## src/rtl/sram_ctrl_pkg.sv

```systemverilog
// Shared types and helpers for the SRAM bank controller: FSM state encoding
// and the masked read-modify-write merge.
package sram_ctrl_pkg;

  typedef enum logic [1:0] {
    IDLE  = 2'd0,
    READ  = 2'd1,
    WRITE = 2'd2,
    RSP   = 2'd3
  } state_e;

  // Widest bank word the merge helper handles; callers zero-extend and truncate.
  localparam int unsigned MERGE_W = 64;

  function automatic logic [MERGE_W-1:0] merge_word(
    input logic [MERGE_W-1:0] old_w,
    input logic [MERGE_W-1:0] new_w,
    input logic [MERGE_W-1:0] mask
  );
    return (old_w & ~mask) | (new_w & mask);
  endfunction

endpackage

```

## src/rtl/sram_bank_ctrl.sv

```systemverilog
// Synchronous initiator for a combinational SRAM bank: one read or masked write
// per request, partial writes done as read-modify-write, one response per request.
module sram_bank_ctrl
  import sram_ctrl_pkg::*;
#(
  parameter int unsigned WIDTH     = 8,
  parameter int unsigned DEPTH     = 512,
  parameter int unsigned ADDR_BITS = $clog2(DEPTH),
  parameter int unsigned RD_LAT    = 1
) (
  input  logic                 Clk,
  input  logic                 Rst_n,
  input  logic                 ReqValid,
  output logic                 ReqReady,
  input  logic                 ReqWrite,
  input  logic [ADDR_BITS-1:0] ReqAddr,
  input  logic [WIDTH-1:0]     ReqData,
  input  logic [WIDTH-1:0]     ReqMask,
  output logic                 RspValid,
  input  logic                 RspReady,
  output logic [WIDTH-1:0]     RspData,
  output logic                 RspErr,
  output logic [ADDR_BITS-1:0] BankAddr,
  output logic [WIDTH-1:0]     BankWrData,
  output logic                 BankWrEn,
  input  logic [WIDTH-1:0]     BankRdData
);

  localparam int unsigned CNT_W = (RD_LAT > 1) ? $clog2(RD_LAT) : 1;

  state_e               state_q, state_d;
  logic [CNT_W-1:0]     cnt_q, cnt_d;
  logic                 rmw_q, rmw_d;
  logic [WIDTH-1:0]     data_q, data_d;
  logic [WIDTH-1:0]     mask_q, mask_d;
  logic                 req_ready_q, req_ready_d;
  logic                 rsp_valid_q, rsp_valid_d;
  logic [WIDTH-1:0]     rsp_data_q, rsp_data_d;
  logic                 rsp_err_q, rsp_err_d;
  logic [ADDR_BITS-1:0] bank_addr_q, bank_addr_d;
  logic [WIDTH-1:0]     bank_wr_data_q, bank_wr_data_d;
  logic                 bank_wr_en_q, bank_wr_en_d;
  logic                 addr_oob_c;
  logic [WIDTH-1:0]     merged_c;

  assign addr_oob_c = {1'b0, ReqAddr} >= (ADDR_BITS+1)'(DEPTH);
  assign merged_c   = WIDTH'(merge_word(MERGE_W'(BankRdData), MERGE_W'(data_q),
                                        MERGE_W'(mask_q)));

  // Next-state and registered-output decode.
  always_comb begin
    state_d        = state_q;
    cnt_d          = cnt_q;
    rmw_d          = rmw_q;
    data_d         = data_q;
    mask_d         = mask_q;
    rsp_valid_d    = rsp_valid_q;
    rsp_data_d     = rsp_data_q;
    rsp_err_d      = rsp_err_q;
    bank_addr_d    = bank_addr_q;
    bank_wr_data_d = '0;
    bank_wr_en_d   = 1'b0;

    unique case (state_q)
      IDLE: begin
        if (ReqValid && req_ready_q) begin
          data_d = ReqData;
          mask_d = ReqMask;
          rmw_d  = 1'b0;
          cnt_d  = '0;
          if (addr_oob_c) begin
            state_d     = RSP;
            rsp_valid_d = 1'b1;
            rsp_err_d   = 1'b1;
            rsp_data_d  = '0;
          end else begin
            rsp_err_d   = 1'b0;
            bank_addr_d = ReqAddr;
            if (ReqWrite && (ReqMask == '1)) begin
              state_d        = WRITE;
              bank_wr_en_d   = 1'b1;
              bank_wr_data_d = ReqData;
            end else begin
              // An all-zero mask write degenerates to a read of the stored word.
              state_d = READ;
              rmw_d   = ReqWrite && (ReqMask != '0);
            end
          end
        end
      end
      READ: begin
        if (cnt_q == CNT_W'(RD_LAT - 1)) begin
          if (rmw_q) begin
            state_d        = WRITE;
            bank_wr_en_d   = 1'b1;
            bank_wr_data_d = merged_c;
          end else begin
            state_d     = RSP;
            rsp_valid_d = 1'b1;
            rsp_data_d  = BankRdData;
          end
        end else begin
          cnt_d = cnt_q + CNT_W'(1);
        end
      end
      WRITE: begin
        state_d     = RSP;
        rsp_valid_d = 1'b1;
        rsp_data_d  = bank_wr_data_q;
      end
      RSP: begin
        if (RspReady) begin
          state_d     = IDLE;
          rsp_valid_d = 1'b0;
        end
      end
      default: state_d = IDLE;
    endcase

    req_ready_d = (state_d == IDLE);
  end

  always_ff @(posedge Clk or negedge Rst_n) begin
    if (!Rst_n) begin
      state_q        <= IDLE;
      cnt_q          <= '0;
      rmw_q          <= 1'b0;
      data_q         <= '0;
      mask_q         <= '0;
      req_ready_q    <= 1'b0;
      rsp_valid_q    <= 1'b0;
      rsp_data_q     <= '0;
      rsp_err_q      <= 1'b0;
      bank_addr_q    <= '0;
      bank_wr_data_q <= '0;
      bank_wr_en_q   <= 1'b0;
    end else begin
      state_q        <= state_d;
      cnt_q          <= cnt_d;
      rmw_q          <= rmw_d;
      data_q         <= data_d;
      mask_q         <= mask_d;
      req_ready_q    <= req_ready_d;
      rsp_valid_q    <= rsp_valid_d;
      rsp_data_q     <= rsp_data_d;
      rsp_err_q      <= rsp_err_d;
      bank_addr_q    <= bank_addr_d;
      bank_wr_data_q <= bank_wr_data_d;
      bank_wr_en_q   <= bank_wr_en_d;
    end
  end

  assign ReqReady   = req_ready_q;
  assign RspValid   = rsp_valid_q;
  assign RspData    = rsp_data_q;
  assign RspErr     = rsp_err_q;
  assign BankAddr   = bank_addr_q;
  assign BankWrData = bank_wr_data_q;
  assign BankWrEn   = bank_wr_en_q;

endmodule

```

## config.mk

```make
export PLATFORM = sky130hd
export DESIGN_NAME = sram_bank_ctrl
export DESIGN_NICKNAME = d
export VERILOG_FILES = /design/src/rtl/sram_ctrl_pkg.sv /design/src/rtl/sram_bank_ctrl.sv
export SDC_FILE = /design/constraint.sdc
export NUM_CORES = 1
export LEC_CHECK = 0
export ABC_CLOCK_PERIOD_IN_PS = 3400
export BUFFER_PORTS_ARGS = -buffer_cell sky130_fd_sc_hd__buf_2
export CORE_MARGIN = 2
export CORE_UTILIZATION = 54
export CTS_CLUSTER_DIAMETER = 40
export DETAILED_ROUTE_END_ITERATION = 16
export PLACE_DENSITY_LB_ADDON = 0.2
export SLEW_MARGIN = 30
export SYNTH_ARGS = -nofsm -noshare
export SYNTH_HDL_FRONTEND = slang
export SYNTH_SLANG_ARGS = --single-unit
```

## constraint.sdc

```tcl
create_clock -name Clk -period 3.4 [get_ports Clk]
set_input_delay 1.02 -clock Clk [delete_from_list [all_inputs] [get_ports Clk]]
set_output_delay 1.02 -clock Clk [all_outputs]
set_load 0.03 [all_outputs]
```

==> flow_summary.yaml, run 1 <==
worst_setup_path:
  end_kind: "register"
  critical_path_required_ps: 3610
  cp_num_buf_inv: 1
  crit_fanout: 18
  rr_endpoint: "BankWrData[7]"
  cp-start-kind: "register"
  critical_path_class: "reg2reg"
  r2r_slack_ps: 1440
  crit_chain: "nor4bb_4 > buf_4 > nand2_1 > o22ai_1"
  path_depth: 4
  r2r_cells: 4
  critPathTopFamily: "simple AND/OR/NAND/NOR gates"
  r2r-start: "state_q[1]"
  cpMaxStageDelayCell: "dfrtp_1"
  slowest_delay_ps: 660
  arrival_ps: 2170
synth:
  ys_seq_area_share_pct: 56.7
  yosysTopAreaCell: "dfrtp_1"
  syn_nets: 238
  synthArstFlopShare_pct: 100
  syn_area_per_cell_um2: 10.4
  synth_edf_count: 0
  synth_cell_type_count: 29
  synth_warnings: 0
  synth_flop_cell: "dfrtp_1"
  synth_cells: 200
  synth_area_leaders: "dfrtp_1 (57%), nand2_1 (14%), mux2i_1 (14%)"
  syn-cell-area_um2: 2070
  synth_top_area_share_pct: 56.7
  synth-seq-cells: 47
timing:
  fmax_ghz: 0.511
  maxSlewViolCount: 0
  maxSlewHeadroom_pct: 51.1
  min_period_over_period_pct: 57.6
  hold_violations: 0
  fin_crit_ps: 1960
  worst_pin_slew_ps: 733
  finalSetupTns_ps: 0
  final-setup-viol-count: 0
  rsz0062_at_grt: "false"
  fin_worst_skew_ps: 12.2
finish:
  finish.utilization_pct: 68.8
  antenna_cells: 0
  syn2layout_area_growth_pct: 22.3
  finalNetCount: 301
  nFillCells: 311
  drive_gt1_share_pct: 31.4
placement:
  numPortBuffers: 65
  routabilityCongestion: 0.858
  place_hpwl_um: 3000
floorplan:
  chipWidth_um: 66.0
  die_area_um2: 4350
  initial_utilization_pct: 56.2
  ios: 67
  rows: 22
  die_h_um: 66.0
  core_area_um2: 3690
route:
  vias: 1607
  dr.pass1.iters: 4
  wl_um: 4420
  drc: 0
  routedWlPerCell_um: 14.2
  vias_per_cell: 5.15
  final_antenna_net_count: 0
  drt-initial-drc-count: 115
cts:
  cts_resized: 0
  cts.sinks: 47
  htree_levels: 2
  cts-buffers-inserted: 5
  hold_buffers: 0
  clockBufferDepth: 2
  clkLatencyLatePin_ps: 300
  cts_tree: "built"
  post_cts_buffers: 0
  clkTransAtPathRegs_ps: 90
  cts-root-buf: "clkbuf_8"
worst_hold_path:
  hp-class: "reg2reg"
  min_from: "BankAddr[8]"
  hold_path_depth: 2
  hold_path_end: "BankAddr[8]"
global_routing:
  antenna_found_initial: 0
  grt_pass1_vias: 1698
  track_usage_pct: 23.3
  grt-ovfl-total: 0
  grt_pass1_wl_um: 7560
  grt_max_degree: 48
status:
  outcome: "finished clean"
power_and_ir_drop:
  fin_total_pwr_mw: 2.23
  ir_drop_uv: 492
  p_per_area_nw_per_um2: 880
  p_leak_nw: 1.44
run:
  cap_violations: 0
==> cells in the mapped netlist, types with 2 or more instances <==
master,number
a21o_1,2
buf_2,4
buf_4,2
buf_6,2
clkbuf_1,2
dfrtp_1,47
inv_1,3
mux2_2,2
mux2i_1,28
nand2_1,76
nand2_2,2
nand3_1,3
nor4_1,2
o21ai_0,4
o22ai_1,6
o22ai_2,2
==> through the flow <==
stage / hold slack (ps) / setup slack [ps] / instance area [um^2] / std cells
global placement: 457 / 1180 / 2420 / 304
CTS: 482 / 1390 / 2540 / 312
finish: 481 / 1440 / 2540 / 312
floorplan: 446 / 1530 / 2070 / 200
detailed placement: 460 / 1150 / 2420 / 304
global route: 507 / 1210 / 2540 / 312
==> how the worst max path moves through the flow <==
stage	start	to	slack, ps
2_1_floorplan	ReqMask[7]	state_q[0]	1530
3_3_place_gp	ReqValid	BankWrData[7]	1180
3_5_place_dp	ReqValid	BankWrData[5]	1150
4_1_cts	state_q[1]	BankWrData[5]	1390
5_1_grt	state_q[1]	BankWrData[7]	1210
6_report	state_q[1]	BankWrData[7]	1440
==> registers in the layout, indices dropped and copies added (netlist names) <==
| signal | count |
|---|---|
| rmw_q | 1 |
| RspData | 8 |
| BankWrData | 8 |
| mask_q | 8 |
| data_q | 8 |
| BankWrEn | 1 |
| state_q | 2 |
| BankAddr | 9 |
| RspValid | 1 |
| ReqReady | 1 |
==> power by group <==
| part | switching [mW] | internal (mW) | leakage (nW) | total (mW) |
|---|---|---|---|---|
| logic | 0.503 | 0.341 | 0.768 | 0.844 |
| clock network | 0.187 | 0.219 | 0.0581 | 0.406 |
| registers | 0.202 | 0.780 | 0.612 | 0.982 |
==> metal layers <==
metal	up-vias	track usage (%)	routed length, um
li1	794	-	-
met1	760	29.2	1900
met2	51	40.7	2230
met3	2	5.45	266
met4	0	6.12	22
met5	-	0	0
==> worst register-to-register path: stages (launching register included) <==
cell and delay [ps]:
dfrtp_1 660, nor4bb_4 630, buf_4 330, nand2_1 100, o22ai_1 140
==> placed cells by master, fill, tap and decap left out, types with 2 or more instances in the layout <==
cell and count:
mux2i_1 28, buf_4 3, a21o_1 2, nand3_1 3
buf_2 64, clkbuf_8 5, nand2_2 2, mux2_2 2
o22ai_2 2, o22ai_1 6, nand2_1 76, o21ai_0 4
inv_1 3, dfrtp_1 47, nor4_1 2
==> final cells by class <==
type / instances / area, um^2 / area share, %
sequential: 47 / 1180 / 46.4
multi-input combinational: 139 / 833 / 32.9
timing repair buffer: 67 / 343 / 13.5
clock buffer: 5 / 68.8 / 2.71
tap: 48 / 60.1 / 2.37
clock inverter: 3 / 43.8 / 1.73
inverter: 3 / 11.3 / 0.444
==> kinds of logic after synthesis <==
| kind of cell | share of synthesized area (%) |
|---|---|
| compound gates | 6.51 |
| buf+inv | 3.86 |
| flops | 56.7 |
| mux | 14.6 |
| other cells | 0.181 |
| simple gates | 18.2 |
Note: power is estimated with default switching activity, not from simulation.
==> run 2: changes to the inputs <==
Settings changed: ABC_CLOCK_PERIOD_IN_PS 3400 to 1650, CORE_UTILIZATION 54 to 45.
Clock period 3.4 ns to 1.65 ns, I/O delays scaled along.
==> run 2 against run 1 <==
Compared with the run above:
- global-route usage down 4.2 points
- sequential power increased by 93%
- utilization is 9.7 points lower
- die area rose by 19%
- critical path depth did not move
- via count rose by 0.68%
- combinational power increased by 130%
- highest routed layer unchanged
==> flow_summary.yaml, run 2 (same netlist as run 1, synthesis figures left out) <==
status:
  outcome: "finished clean"
placement:
  place_hpwl_um: 3210
  routabilityCongestion: 0.728
  numPortBuffers: 65
cts:
  clkLatencyLatePin_ps: 290
  cts_resized: 0
  cts.sinks: 47
  post_cts_buffers: 0
  clkTransAtPathRegs_ps: 80
  htree_levels: 2
  cts-buffers-inserted: 5
  cts-root-buf: "clkbuf_8"
  hold_buffers: 0
  clockBufferDepth: 2
  cts_tree: "built"
timing:
  hold_violations: 0
  finalSetupTns_ps: 0
  rsz0062_at_grt: "false"
  fin_crit_ps: 1410
  maxSlewViolCount: 0
  whs_ps: 162
  min_period_over_period_pct: 85.3
  fin_worst_skew_ps: 6.26
  final-setup-viol-count: 0
  fmax_ghz: 0.711
global_routing:
  grt_pass1_wl_um: 7570
  track_usage_pct: 19.1
  grt-ovfl-total: 0
  grt_pass1_vias: 1632
  grt_max_degree: 48
  antenna_found_initial: 0
route:
  drc: 0
  routedWlPerCell_um: 13.9
  vias_per_cell: 5.02
  final_antenna_net_count: 0
  wl_um: 4470
  drt-initial-drc-count: 117
  vias: 1618
  dr.pass1.iters: 4
run:
  cap_violations: 0
worst_setup_path:
  end_kind: "register"
  critPathTopFamily: "flip-flops"
  rr_endpoint: "BankWrData[7]"
  arrival_ps: 1610
  r2r_slack_ps: 240
  critical_path_required_ps: 1850
  cp_num_buf_inv: 2
  r2r_cells: 4
  crit_chain: "buf_4 > inv_1 > nand3_1 > o22ai_1"
  cp-start-kind: "register"
  cpMaxStageDelayCell: "dfrtp_1"
  slowest_delay_ps: 440
  crit_fanout: 9
  critical_path_class: "reg2reg"
  r2r-start: "state_q[1]"
finish:
  mostFrequentLayoutCell: "nand2_1"
  largest_reg_flops: 9
  drive_gt1_share_pct: 33.0
  layout_common_cells: "nand2_1 (76), buf_2 (65), dfrtp_1 (47), mux2i_1 (28), buf_4 (7)"
  antenna_cells: 0
  finalNetCount: 308
  finish.utilization_pct: 59.1
  syn2layout_area_growth_pct: 24.9
floorplan:
  ios: 67
  core_area_um2: 4380
  die_h_um: 71.9
  rows: 24
  chipWidth_um: 71.9
  die_area_um2: 5170
  initial_utilization_pct: 47.3
power_and_ir_drop:
  ir_drop_uv: 781
  fin_total_pwr_mw: 4.52
  p_per_area_nw_per_um2: 1750
  p_leak_nw: 1.46
worst_hold_path:
  hp-class: "in2async"
[run 2: final cells by class]
| class | count | area, um^2 |
|---|---|---|
| Clock buffer | 6 | 82.6 |
| Clock inverter | 1 | 5.00 |
| Fill cell | 395 | 1790 |
| Inverter | 3 | 11.3 |
| Multi-Input combinational cell | 139 | 833 |
| Sequential cell | 47 | 1180 |
| Tap cell | 52 | 65.1 |
| Timing Repair Buffer | 74 | 418 |
[run 2: through the flow]
step / std cells / worst slack, ps / cell area [um^2]
floorplan: 200 / 272 / 2070
global placement: 315 / 149 / 2500
detailed placement: 315 / 142 / 2500
CTS: 322 / 221 / 2590
global route: 322 / 128 / 2590
finish: 322 / 243 / 2590
[run 2: how the worst max path moves through the flow]
| stage | start | endpoint | slack [ps] | cells after the start |
|---|---|---|---|---|
| after detailed placement | ReqMask[7] | rmw_q | 140 | 4 |
| after floorplan | ReqReady | BankWrData[4] | 270 | 5 |
| after global routing | state_q[0] | mask_q[0] | 130 | 4 |
| after global placement | ReqMask[7] | rmw_q | 150 | 4 |
| final | state_q[1] | BankWrData[7] | 240 | 4 |
| after CTS | state_q[1] | BankWrData[7] | 220 | 4 |
[run 2: power breakdown]
part / total, mW / switching, mW / internal, mW
Sequential: 1.90 / 0.290 / 1.61
Combinational: 1.94 / 1.16 / 0.783
Clock: 0.684 / 0.355 / 0.329
Total: 4.52 / 1.80 / 2.72
[run 2: layer usage]
metal	up-vias	share of wire [%]	global-route usage (%)
met5	-	0	0
met4	0	0.94	6.29
met3	5	5.3	4.44
met2	41	48	30.8
met1	769	45	25.8
li1	803	-	-
==> run 3: changes to the inputs <==
Settings changed: CELL_PAD_IN_SITES_DETAIL_PLACEMENT set to 0, CELL_PAD_IN_SITES_GLOBAL_PLACEMENT set to 1, CORE_ASPECT_RATIO set to 0.5, CORE_UTILIZATION 45 to 34, REMOVE_ABC_BUFFERS set to 1.
==> run 3 against run 2 <==
Compared with the run above:
- sequential share of layout area decreased by 1.8 points
- critical path depth decreased by 1
- maximum frequency is 2.2% lower
- non-clock buffer count is 1 lower
- first-iteration DRC count fell by 39%
- sequential cell count did not move
- die area up 31%
==> flow_summary.yaml, run 3 (same netlist as run 1, synthesis figures left out) <==
cts:
  clkLatencyLatePin_ps: 280
  cts_resized: 0
  cts-buffers-inserted: 5
  clockBufferDepth: 2
  post_cts_buffers: 0
  cts.sinks: 47
  clkTransAtPathRegs_ps: 60
  htree_levels: 2
  hold_buffers: 0
  cts_tree: "built"
  cts-root-buf: "clkbuf_16"
route:
  routed-wl-met3_um: 252
  dr.pass1.iters: 4
  wl_um: 5040
  routedWlPerCell_um: 14.5
  met2_length_um: 2270
  wl_met1_um: 2490
  vias: 1610
  final_antenna_net_count: 0
  drt-initial-drc-count: 71
  drc: 0
  vias_per_cell: 4.64
  top_layer_used: "met4"
timing:
  min_period_over_period_pct: 87.2
  final-setup-viol-count: 0
  fin_worst_skew_ps: 3.58
  rsz0062_at_grt: "false"
  worst_slack_ps: 211
  hold_violations: 0
  whs_ps: 187
  fin_crit_ps: 1440
  fmax_ghz: 0.695
  maxSlewViolCount: 0
worst_setup_path:
  cp-start-kind: "register"
  r2r_slack_ps: 210
  end_kind: "register"
  r2r-start: "state_q[0]"
  r2r_cells: 3
  critical_path_required_ps: 1840
  crit_chain: "buf_4 > nand3_1 > o22ai_1"
  cpMaxStageDelayCell: "dfrtp_1"
  arrival_ps: 1630
  critical_path_class: "reg2reg"
  crit_fanout: 11
  slowest_delay_ps: 460
  rr_endpoint: "BankWrData[0]"
finish:
  finish.utilization_pct: 45.1
  finalNetCount: 307
  drive_gt1_share_pct: 32.6
  antenna_cells: 0
  register_area_um2: 1180
  mostFrequentLayoutCell: "nand2_1"
  nFillCells: 571
  largest_reg_flops: 9
  layout_common_cells: "nand2_1 (76), buf_2 (65), dfrtp_1 (47), mux2i_1 (28), o22ai_1 (6)"
  layoutNonFillerInstCount: 347
  multi_input_comb_area_um2: 833
  syn2layout_area_growth_pct: 30.0
placement:
  place_hpwl_um: 3480
  pre_cts_slack_ps: 141
  routabilityCongestion: 0.760
  numPortBuffers: 65
  place_inst: 339
worst_hold_path:
  hp-class: "in2async"
floorplan:
  die_area_um2: 6780
  initial_utilization_pct: 34.7
  chipWidth_um: 114
  ios: 67
  rows: 20
  core_area_um2: 5980
  die_h_um: 59.2
global_routing:
  antenna_found_initial: 0
  grt-ovfl-total: 0
  track_usage_pct: 16.5
  grt_pass1_wl_um: 8480
  grt_pass1_vias: 1688
  grt_max_degree: 48
power_and_ir_drop:
  ir_drop_uv: 678
  p_leak_nw: 1.50
  p_per_area_nw_per_um2: 1840
  fin_total_pwr_mw: 4.95
run:
  cap_violations: 0
status:
  outcome: "finished clean"
[run 3: cell count changes in the layout (fill, tap and decap cells not counted), sizes merged]
cell    change
clkinv      -1
clkbuf      +2
buf         -1
[run 3: cell type report]
cell class / instances / share of cell area (%)
clock buffer: 8 / 5.80
inverter: 3 / 0.418
multi-input combinational: 139 / 30.9
sequential: 47 / 43.6
tap: 77 / 3.57
timing repair buffer: 73 / 15.7
[run 3: critical path: cells and delay by family, from the launching register on]
family,cells,cell delay (ps)
AOI/OAI and AO/OA,1,240
buffers and inverters,1,270
and+or+nand+nor,1,370
DFF,1,460
[run 3: routing by layer]
metal,track usage [%],vias to the layer above
li1,-,803
met1,23.3,763
met2,26.4,42
met3,3.68,2
met4,3.66,0
met5,0,-
[run 3: worst max path at each step]
stage	from	to	slack, ps	cells past startpoint
after floorplan	state_q[0]	BankWrData[0]	-1480	3
after global placement	ReqMask[2]	rmw_q	160	4
after detailed placement	ReqMask[2]	rmw_q	140	4
after CTS	state_q[0]	BankWrData[0]	200	3
after global routing	state_q[0]	BankWrData[2]	30	3
final	state_q[0]	BankWrData[0]	210	3
[run 3: power by group]
part           total (mW)  switching, mW  leakage [nW]  internal [mW]
Clock                1.05          0.403        0.0772          0.645
Combinational        1.98           1.18         0.809          0.792
Sequential           1.92          0.311         0.612           1.61
Total                4.95           1.90          1.50           3.05
[run 3: metrics by stage]
stage          TNS, ps  cell area (um^2)
2_1_floorplan   -45820              2010
6_report             0              2700
3_3_place_gp         0              2540
5_1_grt              0              2700
3_5_place_dp         0              2540
4_1_cts              0              2700
